<file path="config.mk">
export PLATFORM = sky130hd
export DESIGN_NAME = fetch_unit
export DESIGN_NICKNAME = d
export VERILOG_FILES = /design/src/rtl/fetch_pkg.sv /design/src/rtl/ir_slot.sv /design/src/rtl/fetch_unit.sv
export SDC_FILE = /design/constraint.sdc
export NUM_CORES = 1
export LEC_CHECK = 0
export CAP_MARGIN = 20
export CORE_MARGIN = 2
export CORE_UTILIZATION = 44
export DETAILED_ROUTE_END_ITERATION = 7
export PLACE_DENSITY_LB_ADDON = 0.12
export SYNTH_ARGS = -nofsm -noshare
export SYNTH_HDL_FRONTEND = slang
export SYNTH_SLANG_ARGS = --single-unit
export TNS_END_PERCENT = 50
</file>
<file path="constraint.sdc">
create_clock -name clk -period 2.18 [get_ports clk]
set_input_delay 0.545 -clock clk [delete_from_list [all_inputs] [get_ports clk]]
set_output_delay 0.545 -clock clk [all_outputs]
set_load 0.01 [all_outputs]
</file>
<file path="src/rtl/fetch_pkg.sv">
// Shared types and constants for the instruction-fetch front end.
package fetch_pkg;

  typedef enum logic [1:0] {
    ST_START = 2'd0,
    ST_FETCH = 2'd1,
    ST_HALT  = 2'd2
  } fetch_state_e;

  localparam int unsigned PC_STEP     = 4;
  localparam logic [7:0]  HALT_OPCODE = 8'hFF;
  localparam int unsigned IR_W        = 32;

endpackage : fetch_pkg

</file>
<file path="src/rtl/ir_slot.sv">
// Single-entry valid/ready holding register between fetch and decode.
// A load always wins; otherwise a flush or an accepted handshake empties it.
module ir_slot
  import fetch_pkg::*;
#(
  parameter int unsigned PC_W = 6
) (
  input  logic            clk,
  input  logic            rst_n,
  input  logic            load_i,
  input  logic            flush_i,
  input  logic            ready_i,
  input  logic [IR_W-1:0] data_i,
  input  logic [PC_W-1:0] pc_i,
  output logic            valid_o,
  output logic [IR_W-1:0] data_o,
  output logic [PC_W-1:0] pc_o
);

  logic            valid_q;
  logic [IR_W-1:0] data_q;
  logic [PC_W-1:0] pc_q;

  // Slot register: capture on load, drop on flush or on a consumed entry.
  always_ff @(posedge clk or negedge rst_n) begin
    // NOTE: state is written with <= so every register samples pre-edge values; = here would create order-dependent simulation.
    if (!rst_n) begin
      valid_q <= 1'b0;
      data_q  <= '0;
      pc_q    <= '0;
    end else if (load_i) begin
      valid_q <= 1'b1;
      data_q  <= data_i;
      pc_q    <= pc_i;
    end else if (flush_i || ready_i) begin
      valid_q <= 1'b0;
    end
  end

  assign valid_o = valid_q;
  assign data_o  = data_q;
  assign pc_o    = pc_q;

endmodule : ir_slot

</file>
<file path="src/rtl/fetch_unit.sv">
// Instruction-fetch front end: program counter, START/FETCH(/HALT) FSM,
// redirect handling and the accepted-instruction counter.
// Optional feature: define FETCH_HALT_DETECT_EN to stop fetching on opcode 8'hFF.
module fetch_unit
  import fetch_pkg::*;
#(
  parameter int unsigned     PC_W     = 6,
  parameter logic [PC_W-1:0] RESET_PC = '0
) (
  input  logic            clk,
  input  logic            rst_n,
  output logic [PC_W-1:0] mem_addr,
  input  logic [7:0]      mem_b1,
  input  logic [7:0]      mem_b2,
  input  logic [7:0]      mem_b3,
  input  logic [7:0]      mem_b4,
  input  logic            redirect_valid,
  input  logic [PC_W-1:0] redirect_pc,
  output logic            ir_valid,
  input  logic            ir_ready,
  output logic [IR_W-1:0] ir_data,
  output logic [PC_W-1:0] ir_pc,
  output logic            halted,
  output logic [7:0]      instr_count
);

  fetch_state_e    state_q, state_d;
  logic [PC_W-1:0] pc_q, pc_d;
  logic [7:0]      count_q, count_d;
  logic            slot_free;
  logic            fetch_en;
  logic            handshake;
  logic            unused_redirect_lsbs;

  // Redirect targets are word aligned; the low two bits carry no meaning.
  assign unused_redirect_lsbs = ^redirect_pc[1:0];

  assign slot_free = !ir_valid || ir_ready;
  assign handshake = ir_valid && ir_ready;
  assign fetch_en  = (state_q == ST_FETCH) && slot_free && !redirect_valid;
  assign mem_addr  = pc_q;

`ifdef FETCH_HALT_DETECT_EN
  logic halted_q, halted_d;
  assign halted = halted_q;
`else
  assign halted = 1'b0;
`endif

  // Next-state logic: redirect first, then START->FETCH, then PC advance.
  always_comb begin
    // NOTE: every output of this block gets a default first so no path leaves it unassigned and infers a latch.
    state_d = state_q;
    pc_d    = pc_q;
`ifdef FETCH_HALT_DETECT_EN
    halted_d = halted_q;
`endif
    if (redirect_valid) begin
      pc_d    = {redirect_pc[PC_W-1:2], 2'b00};
      state_d = ST_FETCH;
`ifdef FETCH_HALT_DETECT_EN
      halted_d = 1'b0;
`endif
    end else begin
      case (state_q)
        ST_START: state_d = ST_FETCH;
        ST_FETCH: begin
          if (slot_free) begin
`ifdef FETCH_HALT_DETECT_EN
            if (mem_b1 == HALT_OPCODE) begin
              state_d  = ST_HALT;
              halted_d = 1'b1;
            end else begin
              pc_d = pc_q + PC_W'(PC_STEP);
            end
`else
            pc_d = pc_q + PC_W'(PC_STEP);
`endif
          end
        end
        default: ;
      endcase
    end
  end

  // Handshakes complete regardless of redirect, so the counter only sees the handshake.
  always_comb begin
    count_d = count_q;
    if (handshake) count_d = count_q + 8'd1;
  end

  // PC, FSM and counter registers.
  always_ff @(posedge clk or negedge rst_n) begin
    if (!rst_n) begin
      state_q <= ST_START;
      pc_q    <= RESET_PC;
      count_q <= '0;
    end else begin
      state_q <= state_d;
      pc_q    <= pc_d;
      count_q <= count_d;
    end
  end

`ifdef FETCH_HALT_DETECT_EN
  // Halt flag register.
  always_ff @(posedge clk or negedge rst_n) begin
    if (!rst_n) halted_q <= 1'b0;
    else        halted_q <= halted_d;
  end
`endif

  assign instr_count = count_q;

  ir_slot #(.PC_W(PC_W)) u_slot (
    .clk     (clk),
    .rst_n   (rst_n),
    .load_i  (fetch_en),
    .flush_i (redirect_valid),
    .ready_i (ir_ready),
    .data_i  ({mem_b1, mem_b2, mem_b3, mem_b4}),
    .pc_i    (pc_q),
    .valid_o (ir_valid),
    .data_o  (ir_data),
    .pc_o    (ir_pc)
  );

endmodule : fetch_unit

</file>
==> flow_metrics.tcl <==
set metrics [dict create \
    start_kind "input port" \
    muxShareOfSynthArea 0.203 \
    r2r_end "u_slot.data_o[28]$_DFFE_PN0P_" \
    ys_ff_latch 50 \
    die_h_um 72.2 \
    drv_slew 0 \
    place_area_mm2 0.00298 \
    cts-root-buf "clkbuf_8" \
    arrival_ns 2.05 \
    hpwl_um 3240 \
    io_buffers 88 \
    core_area_mm2 0.00441 \
    rsz0062_at_grt "false" \
    fmax_ghz 0.535 \
    yosys.area_share.simple 0.0715 \
    syn_avg_cell_area_um2 14.3 \
    yosysSeqAreaShare 0.611 \
    cts_buffers 5 \
    cts_resized 0 \
    synth_xor_area_frac 0.0299 \
    critPathSlowestCell "clkdlybuf4s50_1" \
    layout-drive-gt1-share 0.198 \
    synth_compound_area_frac 0.0263 \
    cp-startpoint "ir_ready" \
    end_kind "register" \
    drtPass1Iterations 5 \
    tightest_slew_ns 0.505 \
    slew_headroom 0.663 \
    syn_area_mm2 0.00205 \
    synth_edf_count 0 \
    setup_viol 0 \
    ys.flop_type "dfrtp_1" \
    rr_startpoint "u_slot.valid_o$_DFFE_PN0P_" \
    crit_chain "clkdlybuf4s50_1 > and2b_4 > nor3_4 > buf_12 > mux2_2" \
    diodes 0 \
    wl_per_cell_um 14.8 \
    nNetsFinal 280 \
    clk_pin_slew_ns 0.08 \
    synthArstFlopShare 1.00 \
    critPathRequiredTime_ns 2.36 \
    r2r.worst_path.cells 4 \
    fin_crit_ns 1.87 \
    grt_max_degree 36 \
    io_pins 96 \
    fin_area_mm2 0.00308 \
    dieArea_mm2 0.00522 \
    drc 0 \
    rows 24 \
    grt_pass1_vias 1548 \
    drt_iter0_drc 42 \
    hold_ws_ns 0.209 \
    grt_pass1_wl_um 7170 \
    synth-adder-area-share 0.0122 \
    grt_usage 0.180 \
    cpLargestDelayFamily "buffers and inverters" \
    viasPerCell 4.93 \
    gp_congestion 0.843 \
    cp.depth 5 \
    power_leakage_nw 1.30 \
    areaGrowthSynthToFinish_pct 50.5 \
    cts_tree "yes" \
    powerDensity_mw_per_mm2 855 \
    synthCells 143 \
    crit_end "u_slot.data_o[28]$_DFFE_PN0P_" \
    num_vias 1424 \
    hold_path_class "input port to async pin" \
    crit_type "input port to register" \
    yosys_warnings 0 \
    irDropWorstVdd_mv 0.439 \
    grt_antenna_before_repair 0 \
    ant_nets 0 \
    max_stage_delay_ns 0.48 \
    cts_setup_buffers 0 \
    max_cap_viol_count 0 \
    routed_wl_um 4280 \
    worst-path-buf-inv 2 \
    final_hold_viol_count 0 \
    crit_fanout 35 \
    clk_latency_ns 0.29 \
    gr-total-overflow 0 \
    synth_cell_types 28 \
    die_w_um 72.2 \
    fin_crit_sh 0.857 \
    clock-sinks 50 \
    synth_top_family_by_area "multiplexers" \
    hold_buffers 0 \
    outcome "completed" \
    htree_levels 2 \
    finClkSkew_ns 0.00306 \
    start_util 0.464 \
    clock_path_buffers 2 \
    worst-r2r-setup-slack_ns 0.65 \
]
-- cells by family (layout without fill, tap and decap cells) --
| family | count (synthesis) | in the layout |
|---|---|---|
| flip-flops | 50 | 50 |
| adder cells (fa/ha/maj) | 2 | 2 |
| AO/OA/AOI/OAI | 8 | 8 |
| XOR/XNOR | 7 | 7 |
| AND/OR/NAND/NOR | 25 | 25 |
| buffers and inverters | 12 | 102 |
| other | 2 | 6 |
| multiplexers | 37 | 37 |
-- per-layer routing --
metal	GRT usage	up-vias	wire, um
met4	0.0713	0	65
met2	0.308	58	2120
met3	0.0528	9	332
met5	0	-	0
li1	-	671	-
met1	0.214	686	1760
-- report_power, final --
part / switching, W / total [W] / leakage (nW) / internal, W
registers: 0.000126 / 0.00123 / 0.598 / 0.00110
clock network: 0.000277 / 0.000620 / 0.0524 / 0.000343
logic: 0.000281 / 0.000787 / 0.648 / 0.000506
total: 0.000684 / 0.00263 / 1.30 / 0.00195
-- cell usage after synthesis (2+ instances only) --
master / number / area [um2]
o21ai_0: 2 / 10.0
nand4_1: 3 / 18.8
a31oi_1: 2 / 12.5
o311ai_0: 3 / 26.3
xor2_1: 2 / 17.5
nand2_1: 6 / 22.5
xnor2_1: 5 / 43.8
and3_1: 3 / 18.8
ha_1: 2 / 25.0
dfrtp_1: 50 / 1250
conb_1: 2 / 7.51
inv_1: 2 / 7.51
buf_6: 3 / 33.8
buf_4: 5 / 37.5
nor2_1: 3 / 11.3
mux2_1: 4 / 45.0
mux2_2: 33 / 372
nand3_1: 3 / 15.0
-- cell usage in the layout (no fill, tap or decap), types with 2 or more instances in the layout --
| master | instances |
|---|---|
| clkdlybuf4s50_1 | 87 |
| nand3_1 | 3 |
| nor2_1 | 3 |
| buf_12 | 2 |
| clkbuf_1 | 2 |
| a31oi_1 | 2 |
| xnor2_1 | 5 |
| o21ai_0 | 2 |
| and3_1 | 3 |
| mux2_2 | 33 |
| nand4_1 | 3 |
| ha_1 | 2 |
| o311ai_0 | 3 |
| dfrtp_1 | 50 |
| nand2_1 | 6 |
| conb_1 | 6 |
| mux2_1 | 4 |
| inv_1 | 2 |
| clkbuf_8 | 5 |
| xor2_1 | 2 |
-- worst register-to-register path, stage by stage, from the launching register on --
cell and delay, ns:
dfrtp_1 0.41, and2b_4 0.20, nor3_4 0.19, buf_12 0.25
mux2_2 0.38
-- state kept, by name (all words and copies together) (netlist names) --
name	flops
mem_addr	4
u_slot.pc_o	4
instr_count	8
u_slot.valid_o	1
state_q	1
u_slot.data_o	32
-- cell type report --
type	count	area (um2)
tap	52	65.1
fill	302	1330
clock buffer	7	76.3
sequential	50	1250
multi-input combinational	85	726
timing repair buffer	91	923
clock inverter	1	30.0
inverter	3	11.3
-- how the worst min path moves through the flow --
stage / from / to / slack, ns / depth (start not counted)
after floorplan: rst_n / instr_count[0]$_DFFE_PN0P_ / 0.25 / 0
after global placement: instr_count[7]$_DFFE_PN0P_ / instr_count[7]$_DFFE_PN0P_ / 0.46 / 1
final: rst_n / mem_addr[5]$_DFFE_PN0P_ / 0.21 / 1
after CTS: rst_n / u_slot.pc_o[2]$_DFFE_PN0P_ / 0.22 / 1
after global routing: rst_n / u_slot.data_o[11]$_DFFE_PN0P_ / 0.24 / 1
after detailed placement: instr_count[7]$_DFFE_PN0P_ / instr_count[7]$_DFFE_PN0P_ / 0.46 / 1
-- stage by stage --
step	TNS [ns]	util	worst slack, ns	total power [W]	instances
2_1_floorplan	0	-	0.495	0.00154	147
3_3_place_gp	0	0.674	0.0304	0.00201	281
3_5_place_dp	-0.0460	0.674	-0.0109	0.00205	281
4_1_cts	0	0.698	0.306	0.00268	289
5_1_grt	0	0.698	0.246	0.00279	289
6_report	0	0.698	0.312	0.00263	289
No activity file was read; power rests on OpenSTA's default activity.
